### src/rtl/bram_group_read_port.sv
// Read front end for the bram group: credit-gated request issue, fixed-latency
// tracking pipe and an in-order response FIFO that cannot overflow.
module bram_group_read_port #(
  parameter int BANK_NUM        = 4,
  parameter int BANK_ADDR_WIDTH = 12,
  parameter int BANK_DATA_WIDTH = 64,
  parameter int READ_LATENCY    = 2,
  parameter int FIFO_DEPTH      = 4,
  parameter int TAG_WIDTH       = 4
) (
  input  logic                                 clk,
  input  logic                                 rst_p,
  input  logic                                 req_valid_i,
  output logic                                 req_ready_o,
  input  logic [BANK_NUM-1:0]                  req_bank_en_i,
  input  logic [BANK_NUM*BANK_ADDR_WIDTH-1:0]  req_addr_i,
  input  logic [TAG_WIDTH-1:0]                 req_tag_i,
  output logic [BANK_NUM-1:0]                  read_bank_en_o,
  output logic [BANK_NUM*BANK_ADDR_WIDTH-1:0]  read_addr_o,
  input  logic [BANK_NUM*BANK_DATA_WIDTH-1:0]  read_data_i,
  output logic                                 resp_valid_o,
  input  logic                                 resp_ready_i,
  output logic [BANK_NUM*BANK_DATA_WIDTH-1:0]  resp_data_o,
  output logic [BANK_NUM-1:0]                  resp_bank_en_o,
  output logic [TAG_WIDTH-1:0]                 resp_tag_o,
  output logic [$clog2(FIFO_DEPTH):0]          occupancy_o
);
  localparam int DW = BANK_NUM * BANK_DATA_WIDTH;
  localparam int OW = $clog2(FIFO_DEPTH) + 1;
  localparam int PW = $clog2(FIFO_DEPTH);
  localparam logic [OW-1:0] DEPTH_C = OW'(FIFO_DEPTH);

  // Handshake rule for both ports: a transfer happens on a cycle where valid
  // and ready are both high; ready never depends on the same port's valid.
  logic           accept, push, pop;
  logic [OW-1:0]  occ_q, occ_d;
  logic [OW-1:0]  cnt_q, cnt_d;
  logic [PW-1:0]  wr_ptr_q, rd_ptr_q;

  logic [READ_LATENCY-1:0] pipe_vld_q;
  logic [BANK_NUM-1:0]     pipe_en_q  [READ_LATENCY];
  logic [TAG_WIDTH-1:0]    pipe_tag_q [READ_LATENCY];

  logic [DW-1:0]           fifo_data_q [FIFO_DEPTH];
  logic [BANK_NUM-1:0]     fifo_en_q   [FIFO_DEPTH];
  logic [TAG_WIDTH-1:0]    fifo_tag_q  [FIFO_DEPTH];
  logic [DW-1:0]           cap_data;

  // Occupancy counts a request from acceptance until its response pops, so
  // admission alone guarantees a free FIFO slot when the data arrives.
  assign req_ready_o    = (occ_q < DEPTH_C) && !rst_p;
  assign accept         = req_valid_i && req_ready_o;
  assign read_bank_en_o = accept ? req_bank_en_i : '0;
  assign read_addr_o    = req_addr_i;

  assign push         = pipe_vld_q[READ_LATENCY-1];
  assign resp_valid_o = (cnt_q != '0);
  assign pop          = resp_valid_o && resp_ready_i;
  assign occ_d        = occ_q + OW'(accept) - OW'(pop);
  assign cnt_d        = cnt_q + OW'(push) - OW'(pop);
  assign occupancy_o  = occ_q;

  always_comb begin
    cap_data = '0;
    for (int b = 0; b < BANK_NUM; b++) begin
      if (pipe_en_q[READ_LATENCY-1][b])
        cap_data[b*BANK_DATA_WIDTH +: BANK_DATA_WIDTH] = read_data_i[b*BANK_DATA_WIDTH +: BANK_DATA_WIDTH];
    end
  end

  always_ff @(posedge clk) begin
    if (rst_p) begin
      pipe_vld_q <= '0;
      occ_q      <= '0;
      cnt_q      <= '0;
      wr_ptr_q   <= '0;
      rd_ptr_q   <= '0;
    end else begin
      pipe_vld_q[0] <= accept;
      for (int i = 1; i < READ_LATENCY; i++) pipe_vld_q[i] <= pipe_vld_q[i-1];
      occ_q <= occ_d;
      cnt_q <= cnt_d;
      if (push) wr_ptr_q <= wr_ptr_q + PW'(1);
      if (pop)  rd_ptr_q <= rd_ptr_q + PW'(1);
    end
  end

  // Payload side carries no reset; only the valid bits above qualify it.
  always_ff @(posedge clk) begin
    pipe_en_q[0]  <= req_bank_en_i;
    pipe_tag_q[0] <= req_tag_i;
    for (int i = 1; i < READ_LATENCY; i++) begin
      pipe_en_q[i]  <= pipe_en_q[i-1];
      pipe_tag_q[i] <= pipe_tag_q[i-1];
    end
    if (push && !rst_p) begin
      fifo_data_q[wr_ptr_q] <= cap_data;
      fifo_en_q[wr_ptr_q]   <= pipe_en_q[READ_LATENCY-1];
      fifo_tag_q[wr_ptr_q]  <= pipe_tag_q[READ_LATENCY-1];
    end
  end

  // Head is gated so the response bus reads as zero whenever nothing is queued.
  assign resp_data_o    = resp_valid_o ? fifo_data_q[rd_ptr_q] : '0;
  assign resp_bank_en_o = resp_valid_o ? fifo_en_q[rd_ptr_q]   : '0;
  assign resp_tag_o     = resp_valid_o ? fifo_tag_q[rd_ptr_q]  : '0;

endmodule

### config.mk
export PLATFORM = sky130hd
export DESIGN_NAME = bram_group_read_port
export DESIGN_NICKNAME = d
export VERILOG_FILES = /design/src/rtl/bram_group_read_port.sv
export SDC_FILE = /design/constraint.sdc
export NUM_CORES = 1
export LEC_CHECK = 0
export CAP_MARGIN = 20
export CORE_UTILIZATION = 30
export DETAILED_ROUTE_END_ITERATION = 10
export GPL_ROUTABILITY_DRIVEN = 0
export PLACE_DENSITY = 0.52
export SYNTH_ARGS = -nofsm -noshare
export SYNTH_HDL_FRONTEND = slang
export SYNTH_SLANG_ARGS = --single-unit
### constraint.sdc
create_clock -name clk -period 19.8 [get_ports clk]
set_input_delay 2.97 -clock clk [delete_from_list [all_inputs] [get_ports clk]]
set_output_delay 2.97 -clock clk [all_outputs]
set_load 0.03 [all_outputs]
==> Flow_metrics.wiki <==
{| class="wikitable"
! Metric !! Value
|-
| Multi-input gate area in the final layout || 9620 µm²
|-
| Overflow after GRT || 0
|-
| Clock skew || 0.0570 ns
|-
| Final hold viol count || 0
|-
| Setup slack on the worst flop-to-flop path || about 16 ns
|-
| Post-synthesis sequential area ratio || 74.7%
|-
| WP data arrival || 5.34 ns
|-
| Count of buffers from port buffering || 540
|-
| Overall via count from detail_route || 20900
|-
| Die footprint || 146000 µm²
|-
| Worst path buffer plus inverter count || 4
|-
| Status || finished, final reports clean
|-
| Ports placed on the boundary || between 600 and 700
|-
| Slowest cell on crit path || sky130_fd_sc_hd__buf_4
|-
| Startpoint of the worst-slack reg-to-reg timing path || pipe_vld_q[1]$_SDFF_PP0_
|-
| First-pass GRT wire length || 155 mm
|-
| Kind of start point of the critical path || flip-flop
|-
| H-tree depth || 3
|-
| Cell taking the most area after synthesis || sky130_fd_sc_hd__edfxtp_1
|-
| Peak supply drop || 0.000106 V
|-
| Type of destination of the critical path || output pin
|-
| Setup TNS || 0 ns
|-
| Power per standard cell area || 127 nW/µm²
|-
| TritonCTS clock tree || built
|-
| Final antenna-violating net count || 0
|-
| Endpoint of the most critical setup path || resp_data_o[102]
|-
| Classification of the worst-slack hold path || flip-flop to flip-flop
|-
| Placeable core region || ~140000 µm²
|-
| Footprint of the flip-flops and latches || 32300 µm²
|-
| Hold buffers post-CTS || 0
|-
| Post-synth design cell area || 43200 µm²
|-
| Vias in the first global route || between 20000 and 25000
|-
| Syn Area/Cell || 20.7 µm²
|-
| Remaining max-slew budget at the tightest pin || 19.0%
|-
| Top cells by area, synth || sky130_fd_sc_hd__edfxtp_1, sky130_fd_sc_hd__mux4_2, sky130_fd_sc_hd__and2_1
|-
| Path depth of the worst reg2reg path || 4
|-
| Min cycle time layout || 8.31 ns
|-
| Actual slew at the worst max-slew pin || approximately 1.2 ns
|-
| Number of antenna violations at the first check in global routing || 17
|-
| Capture point of the worst reg-to-reg path || fifo_data_q[0][160]$_DFFE_PP_
|-
| Fillers || 13000
|-
| Final setup viols || 0
|-
| Number of clock sinks || 1086
|-
| Category of the critical setup timing path || flip-flop to output pin
|-
| Total DRC errors in the routed layout || 0
|-
| Library cell used as clock root buffer || sky130_fd_sc_hd__clkbuf_16
|-
| Iter 0 DRT Violations || 1152
|-
| Crit-path most repeated cell || sky130_fd_sc_hd__buf_4
|-
| Cell-by-cell trace of the critical path || buf_4 > buf_4 > buf_4 > mux4_2 > and2_1 > clkdlybuf4s50_1
|-
| Place WS || 11.48 ns
|-
| Final Slew Violations || 0
|-
| Crit path setup slack, layout || 11.49 ns
|-
| Number of nets in the layout || 2930
|-
| Total length of routed wires || 105 mm
|-
| Levels on crit path || 6
|-
| Area Overhead vs Synth || 24.7%
|-
| Average wire per cell in the routed design || 22.7 µm
|-
| Syn Inst Count || 2085
|-
| RSZ-0062 raised after global routing || false
|-
| Flip-flop and latch count after synthesis || 1086
|-
| Post-route fraction of the period consumed by the critical path || between 40% and 50%
|-
| Distinct cell type count of the synthesized netlist || 24
|-
| Number of buffers created by CTS || between 100 and 150
|-
| Family with the most delay on the worst path || buffers and inverters
|-
| Maximum count of clock buffers along a single path || 3
|-
| Global-route usage over all layers || 14.2%
|-
| Die extent in x || 382 µm
|-
| Source-to-sink clock delay at the later pin of the worst-skew pair || approximately 0.74 ns
|-
| Maximum fanout along the worst path || 46
|-
| Proportion of netlist area held by the largest area contributor || 73.3%
|-
| Mean number of vias per cell || about 4.5
|-
| Data required time of the worst path || 16.83 ns
|-
| Post-Syn Nets || approximately 2400
|-
| Layout cells sized above 1 || 17.9%
|-
| Clk slew on worst S/H paths || 0.06 ns
|-
| Cell Rows || approximately 140
|-
| Starting utilization of the core area || between 30% and 40%
|-
| Number of detailed-routing iterations run before antenna repair || 5
|-
| Post-CTS Setup Inserts || 0
|-
| Placed wire-length estimate after detailed placement || approximately 62 mm
|-
| Total of warnings raised by yosys || 0
|-
| Maximum clock rate || 120 MHz
|-
| # Max-Cap Violations || 0
|-
| Total of cells resized after clock tree synthesis || 0
|-
| Leakage dissipation || about 17 nW
|-
| Delay contributed by the slowest stage of the critical path || 0.81 ns
|-
| Die Y || 382 µm
|-
| Maximum number of pins on one net before global-route repair || 127
|}
==> how the worst min path moves through the flow <==
stage,from,cells past startpoint,end,slack [ns]
2_1_floorplan,pipe_en_q[0][0]$_DFF_P_,0,pipe_en_q[0][4]$_DFF_P_,0.31
5_1_grt,pipe_tag_q[0][0]$_DFF_P_,0,pipe_tag_q[0][4]$_DFF_P_,0.32
3_3_place_gp,pipe_tag_q[0][3]$_DFF_P_,0,pipe_tag_q[0][7]$_DFF_P_,0.32
4_1_cts,pipe_tag_q[0][0]$_DFF_P_,0,pipe_tag_q[0][4]$_DFF_P_,0.32
3_5_place_dp,pipe_tag_q[0][0]$_DFF_P_,0,pipe_tag_q[0][4]$_DFF_P_,0.31
6_report,pipe_tag_q[0][0]$_DFF_P_,0,pipe_tag_q[0][4]$_DFF_P_,0.32
==> metrics by stage <==
step	hold slack [ns]	power, W	cell area (µm²)	util [%]	cells
6_report	0.319	0.00683	53900	37.9	4603
3_5_place_dp	0.314	0.00474	50000	35.1	4377
3_3_place_gp	0.316	0.00473	50000	35.1	4377
4_1_cts	0.319	0.00695	53900	37.9	4598
2_1_floorplan	0.310	0.00399	43200	-	2085
5_1_grt	0.321	0.00709	53900	37.9	4602
==> flip-flops by register name (all words and copies together), names as in the netlist, named ones only <==
| register | flops |
|---|---|
| rd_ptr_q | 2 |
| wr_ptr_q | 2 |
| fifo_en_q | 16 |
| fifo_data_q | 1024 |
| fifo_tag_q | 16 |
| pipe_en_q | 8 |
| occupancy_o | 3 |
| pipe_vld_q | 2 |
| pipe_tag_q | 8 |
| cnt_q | 3 |
==> per-layer routing <==
metal	GRT usage (%)	part of all wire, %	up-vias	wire (µm)
li1	-	-	9160	-
met1	17.3	40	11000	41900
met2	24.1	51	548	53000
met3	4.28	6.7	184	6980
met4	4.24	2.5	14	2570
met5	0	0.096	-	100
==> cells in the mapped netlist <==
cell / n
sky130_fd_sc_hd__nor2b_1: 8
sky130_fd_sc_hd__buf_2: 25
sky130_fd_sc_hd__nor3b_1: 1
sky130_fd_sc_hd__buf_12: 29
sky130_fd_sc_hd__mux4_2: 264
sky130_fd_sc_hd__buf_1: 1
sky130_fd_sc_hd__dfxtp_1: 30
sky130_fd_sc_hd__o31ai_1: 1
sky130_fd_sc_hd__o311ai_0: 1
sky130_fd_sc_hd__mux2i_1: 1
sky130_fd_sc_hd__mux2_2: 3
sky130_fd_sc_hd__or3_1: 1
sky130_fd_sc_hd__fa_1: 2
sky130_fd_sc_hd__xor3_1: 2
sky130_fd_sc_hd__inv_1: 4
sky130_fd_sc_hd__buf_4: 48
sky130_fd_sc_hd__and2_1: 528
sky130_fd_sc_hd__or2_2: 2
sky130_fd_sc_hd__xnor2_1: 3
sky130_fd_sc_hd__edfxtp_1: 1056
sky130_fd_sc_hd__clkbuf_1: 61
sky130_fd_sc_hd__buf_6: 1
sky130_fd_sc_hd__nor2_1: 7
sky130_fd_sc_hd__ha_1: 6
==> where the power goes <==
group / internal (W) / switching, W / leakage, nW
Combinational: 0.000898 / 0.00115 / 5.17
Sequential: 0.00255 / 0.0000355 / 9.92
Clock: 0.00127 / 0.000922 / 1.90
Total: 0.00472 / 0.00211 / 17.0
==> cell families after synthesis <==
| family | share of synthesized area, % |
|---|---|
| AND/OR/NAND/NOR | 7.88 |
| XOR/XNOR | 0.171 |
| AO/OA/AOI/OAI | 0.0376 |
| flip-flops | 74.7 |
| adder cells (fa/ha/maj) | 0.266 |
| buffers and inverters | 3.06 |
| multiplexers | 13.9 |
==> layout by cell type (no fill, tap or decap), drive strengths merged, types with 2 or more instances in the layout <==
master            n
inv               8
nor2              7
clkbuf          147
buf              27
mux2              3
nor2b             8
xor3              2
or2               2
mux4            264
bufinv           11
clkinvlp          7
diode             5
ha                6
clkdlybuf4s50   540
clkinv           52
and2            528
xnor2             3
dfxtp            30
fa                2
edfxtp         1056
==> area by class of cell <==
type / count / share of cell area, %
Timing Repair Buffer: 567 / 10.5
Multi-Input combinational cell: 830 / 17.8
Clock inverter: 74 / 1.49
Antenna cell: 5 / 0.0232
Inverter: 4 / 0.0278
Tap cell: 1890 / 4.38
Clock buffer: 147 / 5.79
Sequential cell: 1086 / 59.9
No activity file was read; power rests on OpenSTA's default activity.
